### config.mk
export PLATFORM = sky130hd
export DESIGN_NAME = nanorv32_prefetch
export DESIGN_NICKNAME = d
export VERILOG_FILES = /design/src/rtl/nanorv32_prefetch_pkg.sv /design/src/rtl/nanorv32_fetch_fifo.sv /design/src/rtl/nanorv32_prefetch.sv
export SDC_FILE = /design/constraint.sdc
export NUM_CORES = 1
export LEC_CHECK = 0
export ABC_CLOCK_PERIOD_IN_PS = 1700
export BUFFER_PORTS_ARGS = -buffer_cell sky130_fd_sc_hd__buf_4
export CORE_ASPECT_RATIO = 0.6
export CORE_UTILIZATION = 35
export DETAILED_ROUTE_END_ITERATION = 7
export PLACE_DENSITY = 0.62
export SLEW_MARGIN = 20
export SYNTH_ARGS = -nofsm -noshare
export SYNTH_HDL_FRONTEND = slang
export SYNTH_SLANG_ARGS = --single-unit
### constraint.sdc
create_clock -name clk -period 1.7 [get_ports clk]
set_input_delay 0 -clock clk [delete_from_list [all_inputs] [get_ports clk]]
set_output_delay 0 -clock clk [all_outputs]
set_load 0.02 [all_outputs]
### src/rtl/nanorv32_prefetch_pkg.sv
// Shared constants and types for the nanorv32 front end.
package nanorv32_prefetch_pkg;

    // Pipeline-state constants used by the flow controller.
    localparam logic [1:0] NANORV32_PIPE_IDLE  = 2'd0;
    localparam logic [1:0] NANORV32_PIPE_RUN   = 2'd1;
    localparam logic [1:0] NANORV32_PIPE_STALL = 2'd2;
    localparam logic [1:0] NANORV32_PIPE_FLUSH = 2'd3;

    // Fetch-stage constants.
    localparam int unsigned NANORV32_INST_WIDTH        = 32;
    localparam logic [31:0] NANORV32_RESET_ADDR        = 32'h0000_0000;
    localparam int unsigned NANORV32_FETCH_ENTRY_WIDTH = 2 * NANORV32_INST_WIDTH;
    localparam logic [31:0] NANORV32_PC_STEP           = 32'd4;

    // One buffered fetch: the word and the address it came from.
    typedef struct packed {
        logic [31:0]                    pc;
        logic [NANORV32_INST_WIDTH-1:0] word;
    } fetch_entry_t;

    // Clear the byte-offset bits of an instruction address.
    function automatic logic [31:0] align_word_addr(input logic [31:0] addr);
        return addr & 32'hFFFF_FFFC;
    endfunction

endpackage

### src/rtl/nanorv32_fetch_fifo.sv
// Small synchronous FIFO holding prefetched {pc, word} entries.
module nanorv32_fetch_fifo #(
    parameter int unsigned DEPTH = 2,
    parameter int unsigned WIDTH = 64
) (
    input  logic             clk,
    input  logic             rst_n,
    input  logic             push,
    input  logic [WIDTH-1:0] push_data,
    input  logic             pop,
    input  logic             flush,
    output logic             full,
    output logic             empty,
    output logic [WIDTH-1:0] head_data
);

    // DEPTH is a power of two, so pointers wrap by overflow.
    localparam int unsigned PTR_W = (DEPTH > 1) ? $clog2(DEPTH) : 1;
    localparam int unsigned CNT_W = $clog2(DEPTH + 1);

    logic [WIDTH-1:0] mem_q [DEPTH];
    logic [WIDTH-1:0] mem_d [DEPTH];
    logic [PTR_W-1:0] rd_ptr_q, rd_ptr_d;
    logic [PTR_W-1:0] wr_ptr_q, wr_ptr_d;
    logic [CNT_W-1:0] count_q, count_d;
    logic             do_push_c;
    logic             do_pop_c;

    assign full      = (count_q == CNT_W'(DEPTH));
    assign empty     = (count_q == '0);
    assign head_data = mem_q[rd_ptr_q];
    assign do_push_c = push && !full;
    assign do_pop_c  = pop && !empty;

    // Next-state: flush wins over push and pop.
    always_comb begin
        mem_d    = mem_q;
        rd_ptr_d = rd_ptr_q;
        wr_ptr_d = wr_ptr_q;
        count_d  = count_q;
        if (flush) begin
            rd_ptr_d = '0;
            wr_ptr_d = '0;
            count_d  = '0;
        end else begin
            if (do_push_c) begin
                mem_d[wr_ptr_q] = push_data;
                wr_ptr_d        = wr_ptr_q + PTR_W'(1);
            end
            if (do_pop_c) begin
                rd_ptr_d = rd_ptr_q + PTR_W'(1);
            end
            if (do_push_c && !do_pop_c) begin
                count_d = count_q + CNT_W'(1);
            end else if (do_pop_c && !do_push_c) begin
                count_d = count_q - CNT_W'(1);
            end
        end
    end

    // State register; reset also clears storage so the head reads zero.
    always_ff @(posedge clk) begin
        if (!rst_n) begin
            for (int unsigned i = 0; i < DEPTH; i++) begin
                mem_q[i] <= '0;
            end
            rd_ptr_q <= '0;
            wr_ptr_q <= '0;
            count_q  <= '0;
        end else begin
            for (int unsigned i = 0; i < DEPTH; i++) begin
                mem_q[i] <= mem_d[i];
            end
            rd_ptr_q <= rd_ptr_d;
            wr_ptr_q <= wr_ptr_d;
            count_q  <= count_d;
        end
    end

endmodule

### src/rtl/nanorv32_prefetch.sv
// Instruction prefetch: owns the fetch PC, drives code memory, buffers words for decode.
module nanorv32_prefetch
    import nanorv32_prefetch_pkg::*;
#(
    parameter logic [31:0] RESET_ADDR = NANORV32_RESET_ADDR,
    parameter int unsigned DEPTH      = 2
) (
    input  logic        clk,
    input  logic        rst_n,
    input  logic        branch_redirect,
    input  logic [31:0] branch_target,
    input  logic        inst_ready,
    output logic [31:0] inst,
    output logic [31:0] inst_pc,
    output logic        inst_valid,
    output logic        cpu_codeif_req,
    output logic [31:0] cpu_codeif_addr,
    input  logic        codeif_cpu_ready,
    input  logic [31:0] codeif_cpu_rdata,
    output logic        codeif_cpu_ready_r
);

    logic [31:0]  fetch_pc_q, fetch_pc_d;
    logic         started_q, started_d;
    logic         cpu_ready_r_q, cpu_ready_r_d;
    logic         fifo_full;
    logic         fifo_empty;
    logic         xfer_c;
    logic         pop_c;
    fetch_entry_t push_entry_c;
    fetch_entry_t head_entry;

    // Request is dropped in a redirect cycle so no stale word can complete.
    assign cpu_codeif_req  = started_q && !fifo_full && !branch_redirect;
    assign cpu_codeif_addr = fetch_pc_q;
    assign xfer_c          = cpu_codeif_req && codeif_cpu_ready;

    assign inst_valid         = !fifo_empty;
    assign pop_c              = inst_valid && inst_ready;
    assign inst               = head_entry.word;
    assign inst_pc            = head_entry.pc;
    assign codeif_cpu_ready_r = cpu_ready_r_q;

    // Next fetch PC and handshake flag; redirect has top priority.
    always_comb begin
        fetch_pc_d        = fetch_pc_q;
        started_d         = 1'b1;
        cpu_ready_r_d     = xfer_c;
        push_entry_c.pc   = fetch_pc_q;
        push_entry_c.word = codeif_cpu_rdata;
        if (branch_redirect) begin
            fetch_pc_d = align_word_addr(branch_target);
        end else if (xfer_c) begin
            fetch_pc_d = fetch_pc_q + NANORV32_PC_STEP;
        end
    end

    // Fetch-state registers.
    always_ff @(posedge clk) begin
        if (!rst_n) begin
            fetch_pc_q    <= RESET_ADDR;
            started_q     <= 1'b0;
            cpu_ready_r_q <= 1'b0;
        end else begin
            fetch_pc_q    <= fetch_pc_d;
            started_q     <= started_d;
            cpu_ready_r_q <= cpu_ready_r_d;
        end
    end

    nanorv32_fetch_fifo #(
        .DEPTH (DEPTH),
        .WIDTH (NANORV32_FETCH_ENTRY_WIDTH)
    ) u_fetch_fifo (
        .clk       (clk),
        .rst_n     (rst_n),
        .push      (xfer_c),
        .push_data (push_entry_c),
        .pop       (pop_c),
        .flush     (branch_redirect),
        .full      (fifo_full),
        .empty     (fifo_empty),
        .head_data (head_entry)
    );

endmodule

Word-level counts from Yosys, hierarchy flattened
Index checks and enable logic that the tools add are counted.

Register bits: 166. Input bits: 69. Output and inout bits: 99. Word-level logic and storage cells: 52.

Add/subtract/negate cells: 5. $lt $le $gt $ge: 3. Equal/unequal tests: 1. Muxes and demuxes: 11. Bitwise logic cells: 4. Reduce and logical (&&, ||, !) cells: 19.

Operators by type and width (number): 64-bit 2-to-1 mux (4); 128-bit bitwise mux (1); 64-bit demux with 1-bit select (1); 32-bit 2-to-1 mux (2); 32-bit by 3-bit adder with 32-bit output (second input constant) (1); 1-bit logical AND (9); 1-bit zero test (5); 2-bit >= comparator (second input constant) (2); 2-bit 2-to-1 mux (2); 1-bit inverter with 2-bit output (2); 2-bit nonzero test (2); 1-bit adder (second input constant) (2); 2-bit by 1-bit adder with 2-bit output (second input constant) (1); 2-bit equality test (second input constant) (1); 2-bit zero test (1); 2-bit by 1-bit < comparator with 1-bit output (second input constant) (1); 1-bit inverter (2); 2-bit AND reduction (1); 2-bit OR reduction (1); 2-bit by 1-bit subtractor with 2-bit output (second input constant) (1); 1-bit 2-to-1 mux (1).

Longest topological paths before layout
Gate-level depths: netlist (run 1).

Depth after elaboration: 10. Mapped depth: 9. Mapped depth without buffers: 7.

Cells and area by module
From an unflattened synthesis (run 1), not the netlist that was laid out.

Cell total of the unflattened synthesis: 829. Area, all modules: 7886.3 µm².

By module, submodules not included: nanorv32_fetch_fifo (instances 1, cells each 579, area an instance 5914.4 µm², seq. area each 2642.5 µm²); nanorv32_prefetch (instances 1, cells each 250, area an instance 1971.9 µm², seq. area each 640.6 µm²).

Worst setup path before layout (run 1)
OpenSTA, ideal clock, no wires.

Kind: register to register. Start point: register fetch_pc_q[11] (netlist: cpu_codeif_addr[11]). End point: register fetch_pc_q[29] (netlist: cpu_codeif_addr[29]). Setup time: 0.074 ns. Data arrival time: 1.863 ns. Data required time: 1.626 ns. Setup slack: -0.237 ns. Cell stages (with the launch flop): 8. Buffers on the path: 2. Clock period less this slack: 1.937 ns. Path through: dfxtp_1 -> buf_2 -> and4_1 -> buf_4 -> nand2_8 -> or2_4 -> or4_1 -> a31oi_1.

Word-level cells in the longest chain between the ends: 3.

Ends and longest elaborated chain: start, declared (RTL line nanorv32_prefetch.sv:23) `logic [31:0] fetch_pc_q, fetch_pc_d;`; start signal, assigned (RTL line nanorv32_prefetch.sv:65) `fetch_pc_q <= fetch_pc_d;`; 32-bit by 3-bit adder with 32-bit output (RTL line nanorv32_prefetch.sv:54) `fetch_pc_d = fetch_pc_q + NANORV32_PC_STEP;`; 32-bit 2-to-1 mux (RTL line nanorv32_prefetch.sv:53) `end else if (xfer_c) begin`; 32-bit 2-to-1 mux (RTL line nanorv32_prefetch.sv:51) `if (branch_redirect) begin`.

Every way passes these cells. The select of a mux whose other input is x is not followed. A chain may end at the register's enable or synchronous reset.

Worst setup path in the final report (run 1)
Start point: register u_fetch_fifo.rd_ptr_q. End point: output inst_pc[31].

Word-level cells in the longest chain between the ends: 4.

Ends and longest elaborated chain: start, declared (RTL line nanorv32_fetch_fifo.sv:23) `logic [PTR_W-1:0] rd_ptr_q, rd_ptr_d;`; start signal, assigned (RTL line nanorv32_fetch_fifo.sv:74) `rd_ptr_q <= rd_ptr_d;`; 1-bit inverter with 2-bit output (implied by the code) (RTL line nanorv32_fetch_fifo.sv:31) `assign head_data = mem_q[rd_ptr_q];`; 64-bit 2-to-1 mux (implied by the code) (3 in series) (RTL line nanorv32_fetch_fifo.sv:31); end, declared (RTL line nanorv32_prefetch.sv:14) `output logic [31:0] inst_pc,`.

Every way passes these cells. The select of a mux whose other input is x is not followed.

==> impl_metrics.yaml, run 1 <==
job:
  maxCapViolCount: 0
die:
  dieHeight_um: 114
  die_width_um: 189
  core_area_um2: 20300
  boundaryPins: 168
  floorplan.initialDensity_pct: 36.3
  dieArea_um2: 21700
  row_count: 40
placed_design:
  placement.cell_area_um2: 9260
  dp.final_hpwl_um: 14500
  numPortBuffers: 161
  globalplace.congestion: 0.819
cells_and_area:
  finish.net_count: 1198
  diodes: 0
  synthesis_to_layout_area_growth_pct: 48.1
  share_of_the_core_filled_with_cells_in_the_final_layout_pct: 53.8
  drive_gt1_share_pct: 33.0
  design_area_um2: 10900
yosys:
  synth.ff_latch_count: 160
  post-synth-top-count-cell: "sky130_fd_sc_hd__nand2_1"
  count_of_flip_flops_with_a_built_in_enable_after_synthesis: 0
  avgSynthCellArea_um2: 8.44
  yosys_most_used_dff: "sky130_fd_sc_hd__dfxtp_1"
  synth.top_cell.area_share_pct: 43.4
  synth_largest_area_cell: "sky130_fd_sc_hd__dfxtp_1"
  netlist_top_cells_area: "sky130_fd_sc_hd__dfxtp_1 43%, sky130_fd_sc_hd__nand2_1 15%, sky130_fd_sc_hd__a21boi_0 12%, sky130_fd_sc_hd__mux2_2 9.5%, sky130_fd_sc_hd__o21ai_0 2.0%"
  netlist_area_um2: 7380
  asyncSetResetFlopFracSynth_pct: 0
  seq_area_frac_synth_pct: 43.4
  post_synth_inst_count: 874
  synth.yosys.warnings: 0
  synth.top_cells.by_count: "290 x sky130_fd_sc_hd__nand2_1, 160 x sky130_fd_sc_hd__dfxtp_1, 120 x sky130_fd_sc_hd__a21boi_0"
  synth.lib_cells_used.distinct: 49
route:
  dr_vias: 6957
  drcViolationCount: 0
  routed_wl_um: 25300
  drt_first_iter_violations: 437
  drt-pass1-iter-count: 5
  ant_nets: 0
  detail_route.vias_per_cell: 4.92
  drt-wirelength-per-cell_um: 17.9
timing:
  fin_setup_tns_ns: 0
  layout_worst_path_cycle_share_pct: 98.8
  setup_viol_count_final: 0
  rsz0062_at_grt: "yes"
  finalHoldWorstSlack_ns: 0.116
  worst_slew_pin_slew_ns: 0.565
  timing_max_transition_violations_final: 0
  slew_headroom_pct: 62.3
  finClkSkew_ns: 0.00955
  layout_min_cycle_time_ns: 1.68
  finalHoldViolCount: 0
  max_freq_mhz: 596
power_and_ir_drop:
  static_leakage_power_nw: 4.34
  power_density_nw_per_um2: 849
  worst_ir_drop_vdd_v: 0.000663
clock_tree:
  clk_pin_slew_worst_paths_ns: 0.06
  cts_sinks: 160
  tritoncts: "yes"
  clock_path_buffers: 2
  cts_buffers: 17
  clkLatencyLatePin_ns: 0.43
  clockRootBuffer: "sky130_fd_sc_hd__clkbuf_16"
  cts-htree-levels: 4
global_route:
  vias_in_the_first_global_route: 6438
  global_route.usage.total_pct: 21.4
  maximum_number_of_pins_on_one_net_before_global_route_repair: 65
  globalRouteOverflowTotal: 0
  first_pass_grt_wire_length_um: 35500
  antenna_found_initial: 0
critical_path:
  critPathMaxStageDelay_ns: 0.49
  critPathSlowestCell: "sky130_fd_sc_hd__dfxtp_4"
  r2r.worst_path.cells: 7
  end_kind: "output port"
  cp-start-kind: "flop"
  path_cells: "buf_16 > mux2_2 > buf_4"
  critPathMaxFanout: 16
  timing.critical_path.required_ns: 1.70
  worst-endpoint-arrival_ns: 1.68
  crit_type: "flop to output port"
  regToRegSetupSlack_ns: 0.02
min_path:
  min_path_type: "primary input to flop"
  hold-path-cell-count: 5
run_status:
  run_status: "finished, final reports clean"
==> final cells by class <==
cell class / count / area (um2)
well taps: 273 / 342
flip-flops and latches: 160 / 3250
clock buffers: 22 / 484
repair buffers: 298 / 2730
inverters: 6 / 22.5
clock inverters: 10 / 156
fillers: 1852 / 9390
multi-input cells: 644 / 3950
==> registers in the layout, summed over array words and instances, names as in the netlist <==
name / flops
u_fetch_fifo.rd_ptr_q: 1
codeif_cpu_ready_r: 1
u_fetch_fifo.mem_q: 124
u_fetch_fifo.count_q: 2
started_q: 1
u_fetch_fifo.wr_ptr_q: 1
cpu_codeif_addr: 30
==> metrics by stage <==
step / setup WS (ns) / total power, mW / cells
after CTS: -0.0147 / 9.27 / 1400
final: 0.0210 / 9.28 / 1413
after global routing: -0.0305 / 9.57 / 1413
after detailed placement: 0.0169 / 4.98 / 1302
after global placement: 0.0410 / 4.97 / 1302
after floorplan: -0.0347 / 4.49 / 877
==> report_power, final <==
| part | internal [mW] | switching, mW | total, mW |
|---|---|---|---|
| Combinational | 0.592 | 0.608 | 1.20 |
| Clock | 2.61 | 1.57 | 4.18 |
| Sequential | 3.84 | 0.0585 | 3.90 |
| Total | 7.04 | 2.24 | 9.28 |
==> path summary, 6_finish.rpt <==
path                                 from                      end
setup / recovery    u_fetch_fifo.rd_ptr_q              inst_pc[31]
hold / removal           codeif_cpu_ready    u_fetch_fifo.wr_ptr_q
setup reg to reg  u_fetch_fifo.count_q[1]  u_fetch_fifo.count_q[1]
hold reg to reg   u_fetch_fifo.mem_q[118]  u_fetch_fifo.mem_q[118]
==> timing repair <==
action / in CTS / in global routing
resized for setup: 5 / 31
setup endpoints to repair: 60 / 116
hold endpoints to repair: 96 / 0
cloned: 2 / 12
pin swaps: 0 / 7
buffers inserted: 0 / 1
hold buffers: 64 / 0
==> worst max-delay path: cells and delay by family, from the launching register on <==
family	cells	cell delay, ns
buffers and inverters	2	0.38
flip-flops	1	0.49
multiplexers	1	0.38
==> kinds of logic after synthesis <==
group | share of synthesized area, %
AND/OR/NAND/NOR | 21.1
multiplexers | 9.74
adder cells (fa/ha/maj) | 0.339
buffers and inverters | 4.68
XOR/XNOR | 2.85
AO/OA/AOI/OAI | 17.9
flip-flops | 43.4
other | 0.0508
==> per-layer routing <==
metal	up-vias	track usage, %	wire, um	share of wire, %
met5	-	0	0	0
met4	0	5.86	226	0.89
met3	23	4.26	1490	5.9
met2	218	31.1	10200	40
met1	3272	31.8	13400	53
li1	3444	-	-	-
==> cell usage in the layout, fill, tap and decap left out, types with 3 or more instances in the layout <==
| cell type | n |
|---|---|
| sky130_fd_sc_hd__nand2_1 | 288 |
| sky130_fd_sc_hd__buf_4 | 210 |
| sky130_fd_sc_hd__dfxtp_1 | 140 |
| sky130_fd_sc_hd__a21boi_0 | 109 |
| sky130_fd_sc_hd__dlygate4sd3_1 | 64 |
| sky130_fd_sc_hd__mux2_2 | 62 |
| sky130_fd_sc_hd__o21ai_0 | 29 |
| sky130_fd_sc_hd__clkbuf_16 | 25 |
| sky130_fd_sc_hd__a21boi_1 | 17 |
| sky130_fd_sc_hd__xor2_1 | 13 |
| sky130_fd_sc_hd__xnor2_1 | 11 |
| sky130_fd_sc_hd__a21oi_1 | 11 |
| sky130_fd_sc_hd__dfxtp_2 | 11 |
| sky130_fd_sc_hd__nand3_1 | 9 |
| sky130_fd_sc_hd__dfxtp_4 | 9 |
| sky130_fd_sc_hd__buf_12 | 9 |
| sky130_fd_sc_hd__a22o_1 | 7 |
| sky130_fd_sc_hd__nor3_1 | 7 |
| sky130_fd_sc_hd__and2_1 | 6 |
| sky130_fd_sc_hd__nor2_1 | 6 |
| sky130_fd_sc_hd__nand4_1 | 5 |
| sky130_fd_sc_hd__o31ai_1 | 5 |
| sky130_fd_sc_hd__a31oi_1 | 5 |
| sky130_fd_sc_hd__conb_1 | 4 |
| sky130_fd_sc_hd__bufinv_16 | 4 |
| sky130_fd_sc_hd__clkbuf_8 | 4 |
| sky130_fd_sc_hd__clkinv_2 | 4 |
| sky130_fd_sc_hd__buf_6 | 4 |
| sky130_fd_sc_hd__and4_4 | 3 |
| sky130_fd_sc_hd__and2_2 | 3 |
| sky130_fd_sc_hd__inv_1 | 3 |
| sky130_fd_sc_hd__or4_1 | 3 |
| sky130_fd_sc_hd__nand2b_1 | 3 |
| sky130_fd_sc_hd__or3_1 | 3 |
| sky130_fd_sc_hd__buf_16 | 3 |
Power figures use the tool's default switching activity.
==> run 2, diff against run 1 <==
REMOVE_ABC_BUFFERS = 1   (was unset)
==> run 2 against run 1 <==
Net effect: the run now ends with setup timing left; clock skew down 0.0017 ns; worst hold slack got worse by 0.057 ns; first-iteration DRC count is 21% lower; wire length fell by 6.9%.
==> impl_metrics.yaml, run 2 (synthesized netlist as in run 1, its figures left out) <==
critical_path:
  r2r.worst_path.cells: 5
  cp-start-kind: "flop"
  end_kind: "flop"
  timing.critical_path.required_ns: 2.05
  worst_r2r_startpoint: "cpu_codeif_addr[7]"
  regToRegSetupSlack_ns: -0.01
  crit_type: "flop to flop"
  worst_r2r_endpoint: "cpu_codeif_addr[27]"
  worst-endpoint-arrival_ns: 2.06
  critPathMaxFanout: 7
global_route:
  antenna_found_initial: 0
  first_pass_grt_wire_length_um: 35000
  vias_in_the_first_global_route: 6411
  global_route.usage.total_pct: 20.8
  globalRouteOverflowTotal: 0
  maximum_number_of_pins_on_one_net_before_global_route_repair: 51
job:
  maxCapViolCount: 0
die:
  row_count: 40
  core_area_um2: 20300
  die_width_um: 189
  dieHeight_um: 114
  boundaryPins: 168
  dieArea_um2: 21700
  floorplan.initialDensity_pct: 36.3
cells_and_area:
  final_cell_mix: "288 x sky130_fd_sc_hd__nand2_1, 221 x sky130_fd_sc_hd__buf_4, 147 x sky130_fd_sc_hd__dfxtp_1, 110 x sky130_fd_sc_hd__a21boi_0, 64 x sky130_fd_sc_hd__dlygate4sd3_1"
  synthesis_to_layout_area_growth_pct: 48.1
  finish.net_count: 1206
  largest_reg_flops: 124
  final_standard_cell_count_with_taps_included_and_fillers_excluded: 1422
  drive_gt1_share_pct: 32.9
  design_area_um2: 10900
  layout_commonest_cell: "sky130_fd_sc_hd__nand2_1"
  top_register: "u_fetch_fifo.mem_q"
  fillers: 1866
timing:
  timing_max_transition_violations_final: 0
  layout_worst_path_cycle_share_pct: 101
  layout_min_cycle_time_ns: 1.71
  finClkSkew_ns: 0.00787
  rsz0062_at_grt: "yes"
  finalHoldViolCount: 0
  max_freq_mhz: 583
  setup_viol_count_final: 1
  fin_setup_tns_ns: -0.0145
  timing.final.ws_setup_ns: -0.0145
route:
  drt-wirelength-per-cell_um: 16.6
  drt_first_iter_violations: 344
  drt-pass1-iter-count: 5
  drcViolationCount: 0
  dr_vias: 6880
  routed_wl_um: 23500
  ant_nets: 0
  detail_route.vias_per_cell: 4.84
power_and_ir_drop:
  power_density_nw_per_um2: 838
  p_switching_mw: 2.28
  total_power_mw: 9.16
  p_clk_share_pct: 44.4
  intPower_mw: 6.88
  power.share.sequential_pct: 42.6
  power.switching_fraction_pct: 24.9
  static_leakage_power_nw: 4.36
  power.share.combinational_pct: 12.9
  worst_ir_drop_vdd_v: 0.000653
clock_tree:
  clock_path_buffers: 2
  clk_pin_slew_worst_paths_ns: 0.06
  cts_buffers: 17
  tritoncts: "yes"
  cts-htree-levels: 4
  clkLatencyLatePin_ns: 0.43
  cts_sinks: 160
  clockRootBuffer: "sky130_fd_sc_hd__clkbuf_16"
min_path:
  min_path_type: "primary input to flop"
  hold_end: "u_fetch_fifo.mem_q[90]"
  hold-path-cell-count: 2
  worst_hold_startpoint: "rst_n"
run_status:
  run_status: "finished with violations"
  failed_checks: "setup timing"
placed_design:
  globalplace.congestion: 0.843
  numPortBuffers: 161
  dp.final_hpwl_um: 14300
  placement.cell_area_um2: 9260
  placed_cells: 1308
run 2: area by class of cell:
cell class                 instances  area [um2]  share of cell area, %
tap                              273         342                   3.13
antenna                            1        2.50                 0.0229
clock inverter                    12         156                   1.43
multi-input combinational        643        3940                   36.1
clock buffer                      20         467                   4.27
inverter                           6        22.5                  0.206
sequential                       160        3220                   29.5
timing repair buffer             307        2770                   25.3
run 2: worst max-delay path, stage by stage, from the launching register on:
cell and delay, ns:
sky130_fd_sc_hd__dfxtp_2 0.33, sky130_fd_sc_hd__and4_4 0.27, sky130_fd_sc_hd__nand3_4 0.08, sky130_fd_sc_hd__or2_4 0.29
sky130_fd_sc_hd__or4_4 0.48, sky130_fd_sc_hd__a31oi_1 0.19
run 2: power by group through the flow:
stage / Sequential [mW] / Clock [mW] / Combinational, mW
floorplan: 4.07 / 0 / 0.343
global placement: 3.97 / 0 / 0.996
detailed placement: 3.98 / 0 / 0.997
CTS: 3.89 / 4.15 / 1.12
global route: 3.91 / 4.29 / 1.27
finish: 3.90 / 4.07 / 1.19
run 2: what timing repair did:
item / CTS / global route
pin swaps: 3 / 15
endpoints found under the setup margin: 150 / 137
endpoints found under the hold margin: 95 / 0
setup buffers: 0 / 8
hold buffers: 64 / 0
gates resized for setup: 14 / 36
cloned: 1 / 8
run 2: worst max path at each step:
stage / startpoint / to / slack (ns)
final: cpu_codeif_addr[7] / cpu_codeif_addr[27] / -0.01
after global placement: cpu_codeif_addr[3] / cpu_codeif_addr[24] / -0.07
after CTS: cpu_codeif_addr[20] / cpu_codeif_addr[27] / 0.0007
after global routing: cpu_codeif_addr[7] / cpu_codeif_addr[27] / -0.04
after detailed placement: cpu_codeif_addr[3] / cpu_codeif_addr[24] / -0.12
after floorplan: u_fetch_fifo.count_q[0] / u_fetch_fifo.mem_q[100] / -1.27
run 2: through the flow:
step | hold WS, ns | setup slack (ns) | util (%)
after floorplan | 0.0277 | -1.27 | -
after global placement | 0.272 | -0.0686 | 45.6
after detailed placement | 0.274 | -0.122 | 45.6
after CTS | 0.0451 | 0.000729 | 52.1
after global routing | 0.0612 | -0.0444 | 53.7
final | 0.0587 | -0.0145 | 53.8
run 2: per-layer routing:
layer	global-route usage (%)	routed length, um
met1	29.1	11600
met2	31.7	10200
met5	0	0
met4	4.84	150
met3	5.46	1540
==> run 3, diff against run 2 <==
ABC_AREA = 1   (was unset)
==> run 3 against run 2 <==
Net effect: the flow finishes with violations (DRC); first-iteration DRC count is 100% higher; sequential share of layout area is 2.1 points higher; register-to-register slack better by 0.11 ns; worst hold slack worse by 0.042 ns; wire length is 2.0% higher; clock power is 5.7% lower; cell area is 7.0% lower; synthesized area is 2.9% lower; clock skew is 0.0034 ns higher; critical endpoint is now cpu_codeif_addr[19]; largest power group is now sequential cells; highest routed layer unchanged.
==> impl_metrics.yaml, run 3 <==
cells_and_area:
  fillers: 2006
  seq_cell_area_um2: 3200
  layout_commonest_cell: "sky130_fd_sc_hd__nand2_1"
  top_register: "u_fetch_fifo.mem_q"
  drive_gt1_share_pct: 20.1
  largest_reg_flops: 124
  synthesis_to_layout_area_growth_pct: 41.8
  share_of_the_core_filled_with_cells_in_the_final_layout_pct: 50.7
  multi_input_comb_area_um2: 3500
  final_standard_cell_count_with_taps_included_and_fillers_excluded: 1592
  finish.net_count: 1377
  diodes: 0
  final_cell_mix: "309 x sky130_fd_sc_hd__nand2_1, 200 x sky130_fd_sc_hd__buf_4, 169 x sky130_fd_sc_hd__nor2_1, 160 x sky130_fd_sc_hd__o21ai_0, 159 x sky130_fd_sc_hd__dfxtp_1"
critical_path:
  worst-endpoint-arrival_ns: 1.97
  worst_r2r_startpoint: "cpu_codeif_addr[2]"
  crit_type: "flop to flop"
  critPathLaunch: "cpu_codeif_addr[2]"
  critPathMaxFanout: 5
  cp-start-kind: "flop"
  end_kind: "flop"
  timing.critical_path.required_ns: 2.07
route:
  routed_wl_um: 24000
  drcViolationCount: 1
  drt_first_iter_violations: 692
  detail_route.vias_per_cell: 4.88
  ant_nets: 0
  dr_vias: 7761
  drt-wirelength-per-cell_um: 15.1
  drt-pass1-iter-count: 7
die:
  row_count: 40
  dieHeight_um: 113
  floorplan.initialDensity_pct: 35.8
  boundaryPins: 168
  dieArea_um2: 21100
  core_area_um2: 20000
  die_width_um: 187
timing:
  layout_worst_path_cycle_share_pct: 94.2
  max_freq_mhz: 624
  finalHoldViolCount: 0
  layout_min_cycle_time_ns: 1.60
  setup_viol_count_final: 0
  finClkSkew_ns: 0.0112
  rsz0062_at_grt: "yes"
  finalHoldWorstSlack_ns: 0.0169
  timing_max_transition_violations_final: 0
clock_tree:
  cts-htree-levels: 4
  cts_sinks: 160
  clock_path_buffers: 2
  clk_pin_slew_worst_paths_ns: 0.07
  tritoncts: "yes"
  cts_buffers: 17
  clkLatencyLatePin_ns: 0.44
  clockRootBuffer: "sky130_fd_sc_hd__clkbuf_16"
yosys:
  synth.lib_cells_used.distinct: 30
  yosys_most_used_dff: "sky130_fd_sc_hd__dfxtp_1"
  asyncSetResetFlopFracSynth_pct: 0
  post_synth_inst_count: 1076
  synth_largest_area_cell: "sky130_fd_sc_hd__dfxtp_1"
  count_of_flip_flops_with_a_built_in_enable_after_synthesis: 0
  synth.yosys.warnings: 0
  avgSynthCellArea_um2: 6.66
  post-synth-top-count-cell: "sky130_fd_sc_hd__nand2_1"
  netlist_top_cells_area: "sky130_fd_sc_hd__dfxtp_1 45%, sky130_fd_sc_hd__nand2_1 16%, sky130_fd_sc_hd__o21ai_0 11%, sky130_fd_sc_hd__nor2_1 9.1%, sky130_fd_sc_hd__a21oi_1 5.6%"
  synth.top_cell.area_share_pct: 44.7
  synth.top_cells.by_count: "312 x sky130_fd_sc_hd__nand2_1, 174 x sky130_fd_sc_hd__nor2_1, 161 x sky130_fd_sc_hd__o21ai_0"
  seq_area_frac_synth_pct: 44.7
  synth.ff_latch_count: 160
  netlist_area_um2: 7160
global_route:
  global_route.usage.total_pct: 22.2
  first_pass_grt_wire_length_um: 37200
  vias_in_the_first_global_route: 6850
  globalRouteOverflowTotal: 0
  maximum_number_of_pins_on_one_net_before_global_route_repair: 82
  antenna_found_initial: 0
power_and_ir_drop:
  static_leakage_power_nw: 4.71
  worst_ir_drop_vdd_v: 0.000656
  total_power_mw: 9.08
  power_density_nw_per_um2: 894
min_path:
  worst_hold_startpoint: "branch_target[27]"
  min_path_type: "primary input to flop"
placed_design:
  globalplace.congestion: 0.891
  placed_cells: 1493
  numPortBuffers: 161
  dp.final_hpwl_um: 15500
job:
  maxCapViolCount: 0
run_status:
  failed_checks: "DRC"
  run_status: "finished with violations"
==> run 3: changes by cell type after synthesis, moves of 7 or more <==
cell,previous run,this run
sky130_fd_sc_hd__a21boi_0,120,0
sky130_fd_sc_hd__a21oi_1,12,80
sky130_fd_sc_hd__a22o_1,7,0
sky130_fd_sc_hd__and2_1,9,1
sky130_fd_sc_hd__inv_1,4,55
sky130_fd_sc_hd__mux2_2,62,0
sky130_fd_sc_hd__nand2_1,290,312
sky130_fd_sc_hd__nand3_1,10,30
sky130_fd_sc_hd__nor2_1,7,174
sky130_fd_sc_hd__nor3_1,9,2
sky130_fd_sc_hd__o21ai_0,29,161
sky130_fd_sc_hd__xnor2_1,11,0
==> run 3: final timing paths <==
| kind | to | slack, ns | cells past startpoint |
|---|---|---|---|
| max reg2reg | cpu_codeif_addr[19] | 0.1 | 7 |
| max | cpu_codeif_addr[19] | 0.1 | 7 |
| min reg2reg | u_fetch_fifo.count_q[0] | 0.52 | 2 |
| min | cpu_codeif_addr[27] | 0.02 | 5 |
==> run 3: where the power goes <==
part           internal (mW)  switching [mW]  total [mW]  leakage [nW]
sequential              3.88          0.0957        3.98          1.30
combinational          0.559           0.702        1.26          3.13
clock                   2.07            1.77        3.84         0.273
==> run 3: cell families (layout without fill, tap and decap cells) <==
logic type / Yosys count / count (layout) / synth area share [%]
and+or+nand+nor: 530 / 530 / 29.1
adders and majority gates: 2 / 2 / 0.349
buffers and inverters: 124 / 364 / 7.09
other: 1 / 4 / 0.0524
xor gates and xnor gates: 7 / 7 / 0.856
AOI/OAI and AO/OA: 252 / 252 / 17.8
DFF: 160 / 160 / 44.7
==> run 3: through the flow <==
stage          area [um2]  setup slack, ns   TNS, ns
3_3_place_gp         8830           0.0981         0
4_1_cts             10000           0.0253         0
5_1_grt             10200         -0.00341  -0.00341
6_report            10200           0.0982         0
2_1_floorplan        6890           -0.702    -86.71
3_5_place_dp         8830           0.0558         0
==> run 3: area by class of cell <==
type	instances	area share [%]
inverters	61	2.33
clock buffers	18	4.23
multi-input cells	795	34.5
clock inverters	14	1.43
repair buffers	271	22.6
well taps	273	3.36
flip-flops and latches	160	31.6
==> run 3: worst max-delay path, cell delays in order (launching register included) <==
cell and delay (ns):
sky130_fd_sc_hd__dfxtp_1 0.34, sky130_fd_sc_hd__buf_4 0.14, sky130_fd_sc_hd__nand3_1 0.14, sky130_fd_sc_hd__nor2_1 0.30, sky130_fd_sc_hd__nand3_2 0.21, sky130_fd_sc_hd__o21ai_0 0.20, sky130_fd_sc_hd__nand3_1 0.09, sky130_fd_sc_hd__a21oi_1 0.12
==> run 3: routing by layer <==
layer | track usage (%) | up-vias | wire length, um
li1 | - | 3904 | -
met4 | 5.14 | 0 | 146
met1 | 33.9 | 3536 | 12400
met2 | 30.7 | 308 | 9490
met3 | 5.61 | 13 | 2000
met5 | 0 | - | 0
==> run 3: timing repair <==
item / 4_1_cts / 5_1_grt
resized for setup: 0 / 22
setup buffers: 0 / 3
hold endpoints to repair: 107 / 0
endpoints found under the setup margin: 0 / 121
hold buffers: 62 / 0
